$ cat src/rtl/mips_pkg.sv
// Constants shared by the MIPS datapath (register file, ALU, control unit).
// Address-typed constants are sized to compare cleanly against register addresses.
package mips_pkg;

   localparam int DATA_W     = 32;
   localparam int REG_ADDR_W = 5;
   localparam int NUM_REGS   = 32;

   localparam logic [REG_ADDR_W-1:0] REG_ZERO = 5'd0;
   localparam logic [REG_ADDR_W-1:0] REG_SP   = 5'd29;

   typedef logic [DATA_W-1:0]     word_t;
   typedef logic [REG_ADDR_W-1:0] reg_addr_t;

endpackage

$ cat src/rtl/reg_file.sv
// MIPS register file: 31 stored registers (r0 reads as zero), two combinational operand
// read ports, one debug read port, one write port committed on the rising clk edge.
module reg_file
   import mips_pkg::*;
#(
   parameter logic [31:0] SP_INIT = 32'h0000_0000,
   parameter bit          BYPASS  = 1'b0
) (
   input  logic        clk,
   input  logic        rst_n,
   input  logic [4:0]  rs_addr,
   input  logic [4:0]  rt_addr,
   input  logic [4:0]  rd_addr,
   input  logic        write_en,
   input  logic [31:0] write_data,
   output logic [31:0] read_data1,
   output logic [31:0] read_data2,
   input  logic [4:0]  dbg_addr,
   output logic [31:0] dbg_data
);

   word_t regs [1:NUM_REGS-1];

   word_t stored1;
   word_t stored2;

   // r0 has no storage; r29 comes out of reset holding the initial stack pointer.
   always_ff @(posedge clk or negedge rst_n) begin
      if (!rst_n) begin
         for (int i = 1; i < NUM_REGS; i++) begin
            regs[i] <= (i == int'(REG_SP)) ? SP_INIT : '0;
         end
      end else if (write_en && (rd_addr != REG_ZERO)) begin
         regs[rd_addr] <= write_data;
      end
   end

   assign stored1  = (rs_addr  == REG_ZERO) ? '0 : regs[rs_addr];
   assign stored2  = (rt_addr  == REG_ZERO) ? '0 : regs[rt_addr];
   assign dbg_data = (dbg_addr == REG_ZERO) ? '0 : regs[dbg_addr];

   // Forwarding would close rs -> ALU -> write_data into a loop in the single-cycle core.
   generate
      if (BYPASS) begin : g_bypass
         logic fwd_ok;
         assign fwd_ok     = rst_n && write_en && (rd_addr != REG_ZERO);
         assign read_data1 = (fwd_ok && (rd_addr == rs_addr)) ? write_data : stored1;
         assign read_data2 = (fwd_ok && (rd_addr == rt_addr)) ? write_data : stored2;
      end else begin : g_no_bypass
         assign read_data1 = stored1;
         assign read_data2 = stored2;
      end
   endgenerate

endmodule

$ cat config.mk
export PLATFORM = sky130hd
export DESIGN_NAME = reg_file
export DESIGN_NICKNAME = d
export VERILOG_FILES = /design/src/rtl/mips_pkg.sv /design/src/rtl/reg_file.sv
export SDC_FILE = /design/constraint.sdc
export NUM_CORES = 2
export LEC_CHECK = 0
export CORE_UTILIZATION = 65
export CTS_CLUSTER_SIZE = 24
export DETAILED_ROUTE_END_ITERATION = 10
export PLACE_DENSITY_LB_ADDON = 0.1
export SYNTH_ARGS = -nofsm -noshare
export SYNTH_HDL_FRONTEND = slang
export SYNTH_SLANG_ARGS = --single-unit
$ cat constraint.sdc
create_clock -name clk -period 7.4 [get_ports clk]
set_input_delay 1.48 -clock clk [delete_from_list [all_inputs] [get_ports clk]]
set_output_delay 1.48 -clock clk [all_outputs]
set_load 0.005 [all_outputs]
* Word level (Yosys, flattened, before mapping)
Cells that the tools add are included.
** Storage, ports and cells
- Bits in writable memories :: 0
- Output and inout port bits :: 96
- Memory bits (read-only) :: 0
- Bits of input ports :: 55
- Word-level logic and storage cells :: 61
- Bits in latches :: 0
- Memories kept :: 0
- Register bits :: 992
** Operators by class
- Multiplexer cells :: 15
- Shift operators :: 0
- Reduce and logical (&&, ||, !) cells :: 6
- Add/sub/neg operators :: 0
- Magnitude comparators :: 5
- Eq/ne operators :: 0
- Multipliers :: 0
- Divide/modulo/power cells :: 0
- Bitwise logic cells :: 4
** Operators by type and width (number)
- $bwmux 992 :: 1
- $bmux 32 s5 :: 3
- $mux 32 :: 10
- $demux 32 s5 :: 1
- $ge 6x6->1 const B :: 4
- $not 5->6 :: 4
- $logic_not 5->1 :: 3
- $lt 6x1->1 const B :: 1
- $reduce_bool 5->1 :: 1
- $logic_and 1x1->1 :: 2

* Logic depth before layout (Yosys ltp)
- Depth in word-level cells :: 6
- Gate-level depth with buffers :: 9

* Least setup slack after synthesis
OpenSTA, ideal clock, no wires.
- Path type :: input to output
- Start :: in rt_addr[0]
- End :: out read_data2[15]
- Setup slack :: 2.970 ns
- Required time :: 5.920 ns
- Cell stages on the path :: 8
- Arrival time :: 2.950 ns
- Buffers on the path :: 3
- Cell sequence :: buf_4 -> buf_2 -> buf_4 -> mux4_2 -> nand2_1 -> nand2_1 -> o211ai_1 -> o21ai_0
** Between the ends
- Cells in the longest elaborated chain, start to end :: 5
** RTL lines
- start, declared :: line reg_file.sv:12 : input logic [4:0] rt_addr,
- $not 5->6 (implied by the code) :: line reg_file.sv:39 : assign stored2 = (rt_addr == REG_ZERO) ? '0 : regs[rt_addr];
- $bmux 32 s5 :: line reg_file.sv:39
- $mux 32 (implied by the code) (2 in series) :: line reg_file.sv:39
- $mux 32 * :: line reg_file.sv:39
- end, declared :: line reg_file.sv:17 : output logic [31:0] read_data2,
Mark *: on every way between the ends. The rest lies on a longest branch, timed or not. The select of a mux whose other input is x is not followed.

* Final worst setup path
- Start :: in rt_addr[3]
- End :: out read_data2[12]
Same word-level chain as after synthesis.

==> impl_metrics.csv <==
group,metric,value,unit
setup_path,slowest_stage,"o21ai_0",
setup_path,timing.rr.start,"regs[591]$_DFFE_PN0P_",
setup_path,critical_path_buf_inv_count,5,
yosys,avgSynthCellArea,13.3,µm²
pwr,irDropWorstVdd,0.000234,V
min_path,hp-start,"regs[806]$_DFFE_PN0P_",
min_path,min_to,"regs[806]$_DFFE_PN0P_",
detailed_routing,routedWlPerCell,36.2,µm
sta,fin_crit,6410,ps
sta,slew_headroom,3.45,%
setup_path,start_kind,"input pin",
clocking,cts_tree,"yes",
clocking,cts-resized-gates,0,
die,fp.dieW,310,µm
detailed_routing,dr.first_iter.drc_count,6575,
clocking,cts-hold-fix-buffers,0,
clocking,cts_setup_buffers,0,
die,num_rows,112,
grt,grt_pass1_wl,311000,µm
detailed_routing,vias,45590,
grt,antenna_found_initial,13,
cells_and_area,syn2layout_area_growth,9.48,%
sta,finalHoldViolations,0,
sta,finalCritPeriodShare,86.6,%
grt,grt_pass1_vias,44795,
placed_design,port_buffers,150,
sta,finalSetupTns,0,ps
cells_and_area,layout_common_cells,"mux2_2, dfrtp_1, mux4_2",
die,start_util,65.9,%
setup_path,critPathKind,"input pin to output pin",
min_path,hold_depth,1,
setup_path,crit_family,"buffers and inverters",
die,core,0.0936,mm²
yosys,yosysWarnings,0,
detailed_routing,first_pass_iters,7,
setup_path,r2r_end,"regs[591]$_DFFE_PN0P_",
grt,grt_max_degree,162,
setup_path,cp_max_fo,41,
outcome,status,"complete, no violations",
placed_design,place_congestion,0.902,
placed_design,dp_hpwl,119000,µm
die,die_y,310,µm
clocking,clock_latency,710,ps
cells_and_area,final_common_cell,"mux2_2",
clocking,cts.clk_slew.worst_paths,60,ps
cells_and_area,layout.nets,4568,
setup_path,r2r_slack,6550,ps
sta,rsz0062_at_grt,"false",
yosys,synth_seq_cells,992,
sta,setup_viol,0,
cells_and_area,largest_reg_flops,992,
clocking,root_buffer,"clkbuf_16",
clocking,clock_path_buffers,3,
clocking,cts-buffers-inserted,107,
die,ios,151,
cells_and_area,final_area,0.0675,mm²
sta,worstMarginPinSlew,1440,ps
setup_path,cp.arrival,4930,ps
placed_design,postPlaceCellArea,0.0639,mm²
clocking,cts_max_level,3,
cells_and_area,reg_top3,"regs (992)",
grt,gr-total-overflow,0,
yosys,postSynthCellCount,4648,
sta,fmax,156,MHz
setup_path,slowest_delay,690,ps
min_path,holdCritPathClass,"register to register",
setup_path,end_kind,"output pin",
die,die-area,0.0961,mm²
yosys,netlist_area,0.0617,mm²
sta,slew_violations,0,
run,maxCapViolations,0,
setup_path,worstPathCellList,"buf_4, inv_4, buf_12, buf_4, a21oi_1, a21oi_1, o21ai_0, clkdlybuf4s50_1",
cells_and_area,top_register,"regs",
pwr,power_density,262,mW/mm²
yosys,syn_nets,4703,
pwr,total_power,17.7,mW
cells_and_area,final_cells,5856,
detailed_routing,wl,212000,µm
detailed_routing,drc_errors,0,
yosys,synth_cell_types,40,
pwr,leakage,28.5,nW
detailed_routing,vias_per_cell,7.79,
clocking,cts_sinks,992,
detailed_routing,antenna_left,0,
setup_path,cp_data_required_time,5920,ps
cells_and_area,drive_gt1_share,44.5,%
sta,fin_skew,0,ps
setup_path,reg2reg_depth,1,
grt,gr-usage-all-layers,44.9,%
placed_design,dp_cells,5658,
yosys,seq_area_frac_synth,40.2,%
## through the flow
stage | hold WS (ps) | util (%) | setup WS [ps]
3_3_place_gp | 518 | 68.3 | 1260
4_1_cts | 544 | 72.1 | 1270
3_5_place_dp | 530 | 68.3 | 1280
2_1_floorplan | 505 | - | 2970
5_1_grt | 563 | 72.1 | 1110
6_report | 546 | 72.2 | 988
## cells in the mapped netlist (all sizes together)
library cell	n	area, µm²
mux2	1107	12500
dfrtp	992	24800
mux4	591	13300
nand2	346	1300
buf	293	1530
clkbuf	219	822
mux2i	215	2150
a21oi	195	976
nor2b	101	632
nor2	97	364
a221oi	90	788
o21ai	79	395
nand3	69	345
nor3	69	345
o211ai	69	518
a22oi	24	180
o221ai	15	131
o32a	15	150
a31oi	10	62.6
o22ai	7	43.8
o32ai	7	61.3
and3	6	37.5
nand3b	6	45.0
a311oi	5	43.8
nor3b	4	30.0
a211oi	3	22.5
and2	3	18.8
nand2b	3	18.8
a32oi	2	17.5
clkinv	2	7.51
and3b	1	8.76
or2	1	6.26
or3	1	6.26
or3b	1	8.76
## worst max path at each step
| stage | startpoint | to | cells past startpoint |
|---|---|---|---|
| final | rt_addr[3] | read_data2[12] | 8 |
| after global placement | rs_addr[3] | read_data1[31] | 6 |
| after CTS | rs_addr[3] | read_data1[15] | 6 |
| after detailed placement | rs_addr[3] | read_data1[15] | 6 |
| after floorplan | rt_addr[0] | read_data2[15] | 8 |
| after global routing | dbg_addr[0] | dbg_data[10] | 8 |
## logic make-up after synthesis
group	synth area share (%)
compound gates	5.50
buf+inv	3.83
flops	40.2
mux	45.3
simple gates	5.13
## area by class of cell
| type | instances | area [µm²] |
|---|---|---|
| Clock inverter | 41 | 505 |
| Tap cell | 1254 | 1570 |
| Sequential cell | 992 | 24800 |
| Timing Repair Buffer | 268 | 2760 |
| Inverter | 2 | 12.5 |
| Fill cell | 6320 | 26100 |
| Clock buffer | 150 | 3120 |
| Multi-Input combinational cell | 3142 | 34700 |
| Antenna cell | 7 | 17.5 |
## power by group
part	leakage [nW]	total [mW]	internal, mW	switching [mW]
logic	14.0	4.51	2.61	1.90
clock network	1.80	5.61	3.30	2.31
registers	12.7	7.57	6.49	1.08
## per-layer routing
metal / share of wire [%] / vias up / global-route usage (%)
li1: - / 17685 / -
met1: 36 / 23547 / 60.1
met5: 0.042 / - / 0
met4: 7.4 / 14 / 27.3
met2: 43 / 3465 / 63.5
met3: 14 / 879 / 15.5
(Power assumes the default switching activity.)
